`src/rtl/tinker_mem_pkg.sv`:
```
// Shared types and defaults for the tinker memory arbiter.
//   arb_state_t : arbiter FSM states
//   port_id_t   : which requester owns the in-flight access
package tinker_mem_pkg;

    localparam int STARVE_LIMIT_DEF = 4;

    typedef enum logic [1:0] {
        ARB_IDLE,
        ARB_ACCESS,
        ARB_RESP
    } arb_state_t;

    typedef enum logic {
        PORT_IF,
        PORT_D
    } port_id_t;

endpackage

```
`src/rtl/arb_starve_ctr.sv`:
```
// Saturating counter of consecutive data grants taken while fetch waits.
// Ports:
//   clk, reset_n : clock, async active-low reset
//   inc          : data grant while fetch pending
//   clr          : fetch granted, or fetch not requesting at arbitration
//   cnt          : current count
//   at_limit     : count has reached LIMIT; fetch must win next
module arb_starve_ctr #(
    parameter int LIMIT = 4,
    parameter int CNT_W = 4
) (
    input  logic             clk,
    input  logic             reset_n,
    input  logic             inc,
    input  logic             clr,
    output logic [CNT_W-1:0] cnt,
    output logic             at_limit
);

    localparam logic [CNT_W-1:0] LIM = CNT_W'(LIMIT);

    assign at_limit = (cnt == LIM);

    always_ff @(posedge clk or negedge reset_n) begin
        if (!reset_n) begin
            cnt <= '0;
        end else if (clr) begin
            cnt <= '0;
        end else if (inc && !at_limit) begin
            cnt <= cnt + 1'b1;
        end
    end

endmodule

```
`src/rtl/tinker_mem_arbiter.sv`:
```
// Shares the single-ported memory between instruction fetch and load/store.
// A winning request is latched straight into the memory-port registers, the
// access happens the following cycle, and the response pulses the cycle after.
// Ports:
//   clk, reset_n                 : clock, async active-low reset
//   if_req/if_addr               : fetch request (held until if_gnt)
//   if_gnt/if_rvalid/if_rdata    : fetch grant, response pulse, instruction
//   d_req/d_we/d_addr/d_wdata    : load/store request (held until d_gnt)
//   d_gnt/d_rvalid/d_rdata       : data grant, response pulse, load data
//   mem_*                        : memory port, all zero outside the access
//   busy                         : access or response in progress
module tinker_mem_arbiter
    import tinker_mem_pkg::*;
#(
    parameter int ADDR_W       = 64,
    parameter int DATA_W       = 64,
    parameter int INSTR_W      = 32,
    parameter int STARVE_LIMIT = STARVE_LIMIT_DEF
) (
    input  logic              clk,
    input  logic              reset_n,
    input  logic              if_req,
    input  logic [ADDR_W-1:0] if_addr,
    output logic              if_gnt,
    output logic              if_rvalid,
    output logic [INSTR_W-1:0] if_rdata,
    input  logic              d_req,
    input  logic              d_we,
    input  logic [ADDR_W-1:0] d_addr,
    input  logic [DATA_W-1:0] d_wdata,
    output logic              d_gnt,
    output logic              d_rvalid,
    output logic [DATA_W-1:0] d_rdata,
    output logic [ADDR_W-1:0] mem_addr,
    output logic              mem_read_en,
    output logic              mem_write_en,
    output logic [DATA_W-1:0] mem_wdata,
    input  logic [DATA_W-1:0] mem_rdata,
    output logic              busy
);

    arb_state_t state;
    port_id_t   owner;
    logic       arb_en;
    logic       at_limit;
    logic       pick_if;
    logic       pick_d;
    logic [3:0] starve_cnt;

    // Grants are combinational; gating with reset_n keeps every output low
    // while reset is held, even if a requester is already asserting.
    assign arb_en  = reset_n && (state != ARB_ACCESS);
    assign pick_if = arb_en && if_req && (!d_req || at_limit);
    assign pick_d  = arb_en && d_req && !pick_if;
    assign if_gnt  = pick_if;
    assign d_gnt   = pick_d;

    arb_starve_ctr #(
        .LIMIT (STARVE_LIMIT),
        .CNT_W (4)
    ) u_starve (
        .clk      (clk),
        .reset_n  (reset_n),
        .inc      (pick_d && if_req),
        .clr      (arb_en && (!if_req || pick_if)),
        .cnt      (starve_cnt),
        .at_limit (at_limit)
    );

    // The mem_* registers double as the latched request: they are loaded at
    // the grant edge and cleared at the end of the access, so an async reset
    // during the access drops mem_write_en before the store can commit.
    always_ff @(posedge clk or negedge reset_n) begin
        if (!reset_n) begin
            state        <= ARB_IDLE;
            owner        <= PORT_IF;
            busy         <= 1'b0;
            if_rvalid    <= 1'b0;
            d_rvalid     <= 1'b0;
            if_rdata     <= '0;
            d_rdata      <= '0;
            mem_addr     <= '0;
            mem_read_en  <= 1'b0;
            mem_write_en <= 1'b0;
            mem_wdata    <= '0;
        end else begin
            if_rvalid <= 1'b0;
            d_rvalid  <= 1'b0;
            case (state)
                ARB_IDLE, ARB_RESP: begin
                    if (pick_if || pick_d) begin
                        state        <= ARB_ACCESS;
                        busy         <= 1'b1;
                        owner        <= pick_if ? PORT_IF : PORT_D;
                        mem_addr     <= pick_if ? if_addr : d_addr;
                        mem_read_en  <= pick_if || !d_we;
                        mem_write_en <= pick_d && d_we;
                        mem_wdata    <= (pick_d && d_we) ? d_wdata : '0;
                    end else begin
                        state <= ARB_IDLE;
                        busy  <= 1'b0;
                    end
                end
                ARB_ACCESS: begin
                    state        <= ARB_RESP;
                    busy         <= 1'b1;
                    mem_addr     <= '0;
                    mem_read_en  <= 1'b0;
                    mem_write_en <= 1'b0;
                    mem_wdata    <= '0;
                    if (owner == PORT_IF) begin
                        if_rdata  <= mem_rdata[INSTR_W-1:0];
                        if_rvalid <= 1'b1;
                    end else begin
                        // A store acknowledge returns zero data.
                        d_rdata  <= mem_write_en ? '0 : mem_rdata;
                        d_rvalid <= 1'b1;
                    end
                end
                default: begin
                    state <= ARB_IDLE;
                    busy  <= 1'b0;
                end
            endcase
        end
    end

endmodule

```
`config.mk`:
```
export PLATFORM = sky130hd
export DESIGN_NAME = tinker_mem_arbiter
export DESIGN_NICKNAME = d
export VERILOG_FILES = /design/src/rtl/tinker_mem_pkg.sv /design/src/rtl/arb_starve_ctr.sv /design/src/rtl/tinker_mem_arbiter.sv
export SDC_FILE = /design/constraint.sdc
export NUM_CORES = 1
export LEC_CHECK = 0
export CORE_AREA = 2 2 192 194
export CTS_CLUSTER_SIZE = 28
export DETAILED_ROUTE_END_ITERATION = 8
export DIE_AREA = 0 0 194 196
export DONT_BUFFER_PORTS = 1
export PLACE_DENSITY_LB_ADDON = 0.12
export SETUP_SLACK_MARGIN = 0.05
export SLEW_MARGIN = 20
export SYNTH_ARGS = -nofsm -noshare
export SYNTH_HDL_FRONTEND = slang
export SYNTH_HIERARCHICAL = 1
export SYNTH_SLANG_ARGS = --single-unit
```
`constraint.sdc`:
```
create_clock -name clk -period 3.7 [get_ports clk]
set_input_delay 0.185 -clock clk [delete_from_list [all_inputs] [get_ports clk]]
set_output_delay 0.185 -clock clk [all_outputs]
set_load 0.02 [all_outputs]
```
==> metrics.log <==
[metrics] outcome: finished, violations left
[metrics] violated checks: hold timing
[metrics] die width: 194 um
[metrics] clock root buffer: sky130_fd_sc_hd__clkbuf_16
[metrics] per-instance average area after synthesis: 11.8 sq um
[metrics] placed insts: 1,242
[metrics] Setup WS pre-CTS: 1.19 ns
[metrics] fraction of final layout cells sized beyond drive strength 1: 0.0944
[metrics] kind of critical path: flop to flop
[metrics] DRT Pass-1 Iters: 4
[metrics] Bufs on Longest Clock Path: 3
[metrics] Syn Std Cell Area: 10,000 sq um
[metrics] leading cell types in the layout, fill and taps excluded: sky130_fd_sc_hd__dlygate4sd3_1, sky130_fd_sc_hd__dfrtp_1, sky130_fd_sc_hd__nand2_1
[metrics] area growth from synthesis to layout: 37.6%
[metrics] final non-filler cell total: 1,553
[metrics] delay of the slowest cell on the worst path: 0.72 ns
[metrics] Max Slew Vio Count: 0
[metrics] number of antenna violations at the first check in global routing: 4
[metrics] setup clock skew after layout: 0.0168 ns
[metrics] worst-margin pin slew: 1.06 ns
[metrics] slowest CP cell: sky130_fd_sc_hd__and3b_2
[metrics] unrepaired setup endpoints after global routing: false
[metrics] count of routing violations after the opening detailed-route iteration: 396
[metrics] net count of the mapped netlist: 1,113
[metrics] synthesized netlist cell count: 850
[metrics] maximum capacitance violations: 0
[metrics] crit path capture type: flop
[metrics] sum of negative setup slack: 0 ns
[metrics] number of buffers inserted by port buffering: 0
[metrics] core outline area: 36,100 sq um
[metrics] number of hold violations in the final report: 237
[metrics] final cycle utilization of the critical path: 0.824
[metrics] CTS Sinks: 236
[metrics] via count of the first global-routing pass: 8,330
[metrics] DRC errors left: 0
[metrics] detailed-route via count: 7,898
[metrics] post-CTS repair timing setup buffer count: 0
[metrics] total wire length after detailed routing: 33,100 um
[metrics] # hold bufs at CTS: 257
[metrics] first-pass GRT wire length: 50,700 um
[metrics] most area-consuming cells after synthesis: sky130_fd_sc_hd__dfrtp_1, sky130_fd_sc_hd__a221o_1, sky130_fd_sc_hd__o2bb2ai_1, sky130_fd_sc_hd__nor3b_1, sky130_fd_sc_hd__nand2b_1
[metrics] largest area contributor in the synthesized netlist: sky130_fd_sc_hd__dfrtp_1
[metrics] synthesis warning total: 6
[metrics] overall overflow remaining after global route: 0
[metrics] die extent in y: 196 um
[metrics] final weighted congestion in routability-driven placement: 0.729
[metrics] number of placement rows: 70
[metrics] Tightest Hold Check Type: input pin to async pin
[metrics] number of buffers created by CTS: 27
[metrics] shortest clock period the worst path allows after layout: 3.05 ns
[metrics] maximum number of pins on one net before global-route repair: 241
[metrics] Synth cell types: 34
[metrics] setup slack, reg-to-reg: 0.65 ns
[metrics] Max Fclk: 328 MHz
[metrics] Die Footprint: 38,000 sq um
[metrics] Layout Utilization: 0.383
[metrics] Rel. slew slack: 0.294
[metrics] drt wl/cell: 21.3 um
[metrics] insertion delay to the later sink of the worst-skew pair: 0.55 ns
[metrics] All-Layer GR Usage: 0.166
[metrics] power density cells: 572 nW/um^2
[metrics] Nets: 1,324
[metrics] most used flip-flop cell after synthesis: sky130_fd_sc_hd__dfrtp_1
[metrics] leakage power: 0.00586 uW
[metrics] number of vias per cell: 5.09
[metrics] H-tree level count: 1
[metrics] number of synthesized flops with an enable pin: 0
[metrics] Antenna Nets Post-Route: 0
[metrics] area fraction of the dominant cell type after synthesis: 0.588
[metrics] cell breakdown of the critical path: inv_1, ha_1, nand3b_4, inv_2, and2b_1, and3b_2, buf_4, a221o_1, dlygate4sd3_1
[metrics] final-report setup violation count: 0
[metrics] TritonCTS clock tree: yes
[metrics] worst hold-check slack: -0.660 ns
[metrics] register area share after synthesis: 0.588
[metrics] CP required: 4.18 ns
[metrics] worst setup margin: 0.652 ns
[metrics] largest voltage drop on the vdd net: 0.000397 V
[metrics] post-CTS resize count: 0
[metrics] type of origin of the critical path: flop
[metrics] number of I/O pins: 492
[metrics] arrival time at the worst endpoint: 3.53 ns
[metrics] clock transition at the register clock pins on the worst setup and hold paths after CTS: 0.06 ns
[metrics] commonest non-fill, non-tap cell in the layout: sky130_fd_sc_hd__dlygate4sd3_1
[metrics] starting density of the core: 0.278
[metrics] DP Wirelength: 20,400 um
[metrics] async set-or-reset flop fraction in the synthesized netlist: 1.00
[metrics] number of synthesized register bits: 236
[metrics] highest fanout seen on the critical path: 29
-- report_power, final --
part,switching [uW],total [uW],internal (uW)
clock,1080,2610,1530
combinational,451,1080,629
sequential,1110,4220,3100
-- worst paths after layout --
check	start	to	cells past startpoint
worst max-delay path	u_starve/cnt[0]$_DFFE_PN0P_	mem_addr[41]$_DFFE_PN0P_	9
worst min-delay path	reset_n	d_rdata[2]$_DFFE_PN0P_	0
worst max register to register	u_starve/cnt[0]$_DFFE_PN0P_	mem_addr[41]$_DFFE_PN0P_	9
worst min register to register	u_starve/cnt[3]$_DFFE_PN0P_	u_starve/cnt[3]$_DFFE_PN0P_	2
max in group asynchronous	reset_n	owner$_DFFE_PN0P_	0
min in group clk	d_addr[33]	mem_addr[33]$_DFFE_PN0P_	2
-- per-layer routing --
metal,vias up,track usage,part of all wire
met5,-,0,0
met4,0,0.0640,0.033
met3,53,0.0476,0.086
met2,365,0.278,0.49
met1,3903,0.202,0.39
li1,3577,-,-
-- sequential cells by signal (all words and copies together), names as in the netlist, 2 cells and up --
register and flops:
d_rdata 64, if_rdata 32, mem_addr 64, mem_wdata 64
state 2, u_starve/cnt 4
-- cells in the mapped netlist (all sizes together), types with 3 or more instances --
cell     count
mux2        32
o21ai       64
a221o       64
a21oi        7
clkbuf      44
dfrtp      236
nand4       65
nor2         4
nor3b       65
o2bb2ai     65
inv          7
nand2       67
nand3        4
nand2b      65
buf         44
nand3b       3
-- logic make-up after synthesis --
logic type,after synthesis,share of synthesized area
compound gates,203,0.159
fa+ha+maj,2,0.00249
buf+inv,95,0.0456
flops,236,0.588
mux,32,0.0359
simple gates,282,0.169
-- through the flow --
stage | total power (uW) | instance area, sq um | hold slack, ns
detailed placement | 5020 | 10300 | -0.106
finish | 7910 | 13800 | -0.660
floorplan | 4720 | 10000 | -0.111
CTS | 8010 | 13800 | -0.710
global placement | 5000 | 10300 | -0.105
global route | 8310 | 13800 | -0.705
-- area by class of cell --
| class | count | area (sq um) |
|---|---|---|
| timing repair buffer | 270 | 2710 |
| multi-input combinational | 519 | 3690 |
| clock inverter | 7 | 50.0 |
| inverter | 7 | 26.3 |
| tap | 468 | 586 |
| sequential | 236 | 5910 |
| antenna | 4 | 10.0 |
| clock buffer | 42 | 822 |
| fill | 3505 | 22300 |
-- critical path: cells and delay by family, from the launching register on --
| kind | cells | cell delay (ns) |
|---|---|---|
| compound gates | 1 | 0.19 |
| fa+ha+maj | 1 | 0.20 |
| buf+inv | 4 | 1.13 |
| flops | 1 | 0.40 |
| simple gates | 3 | 1.03 |
No activity file was read; power rests on OpenSTA's default activity.
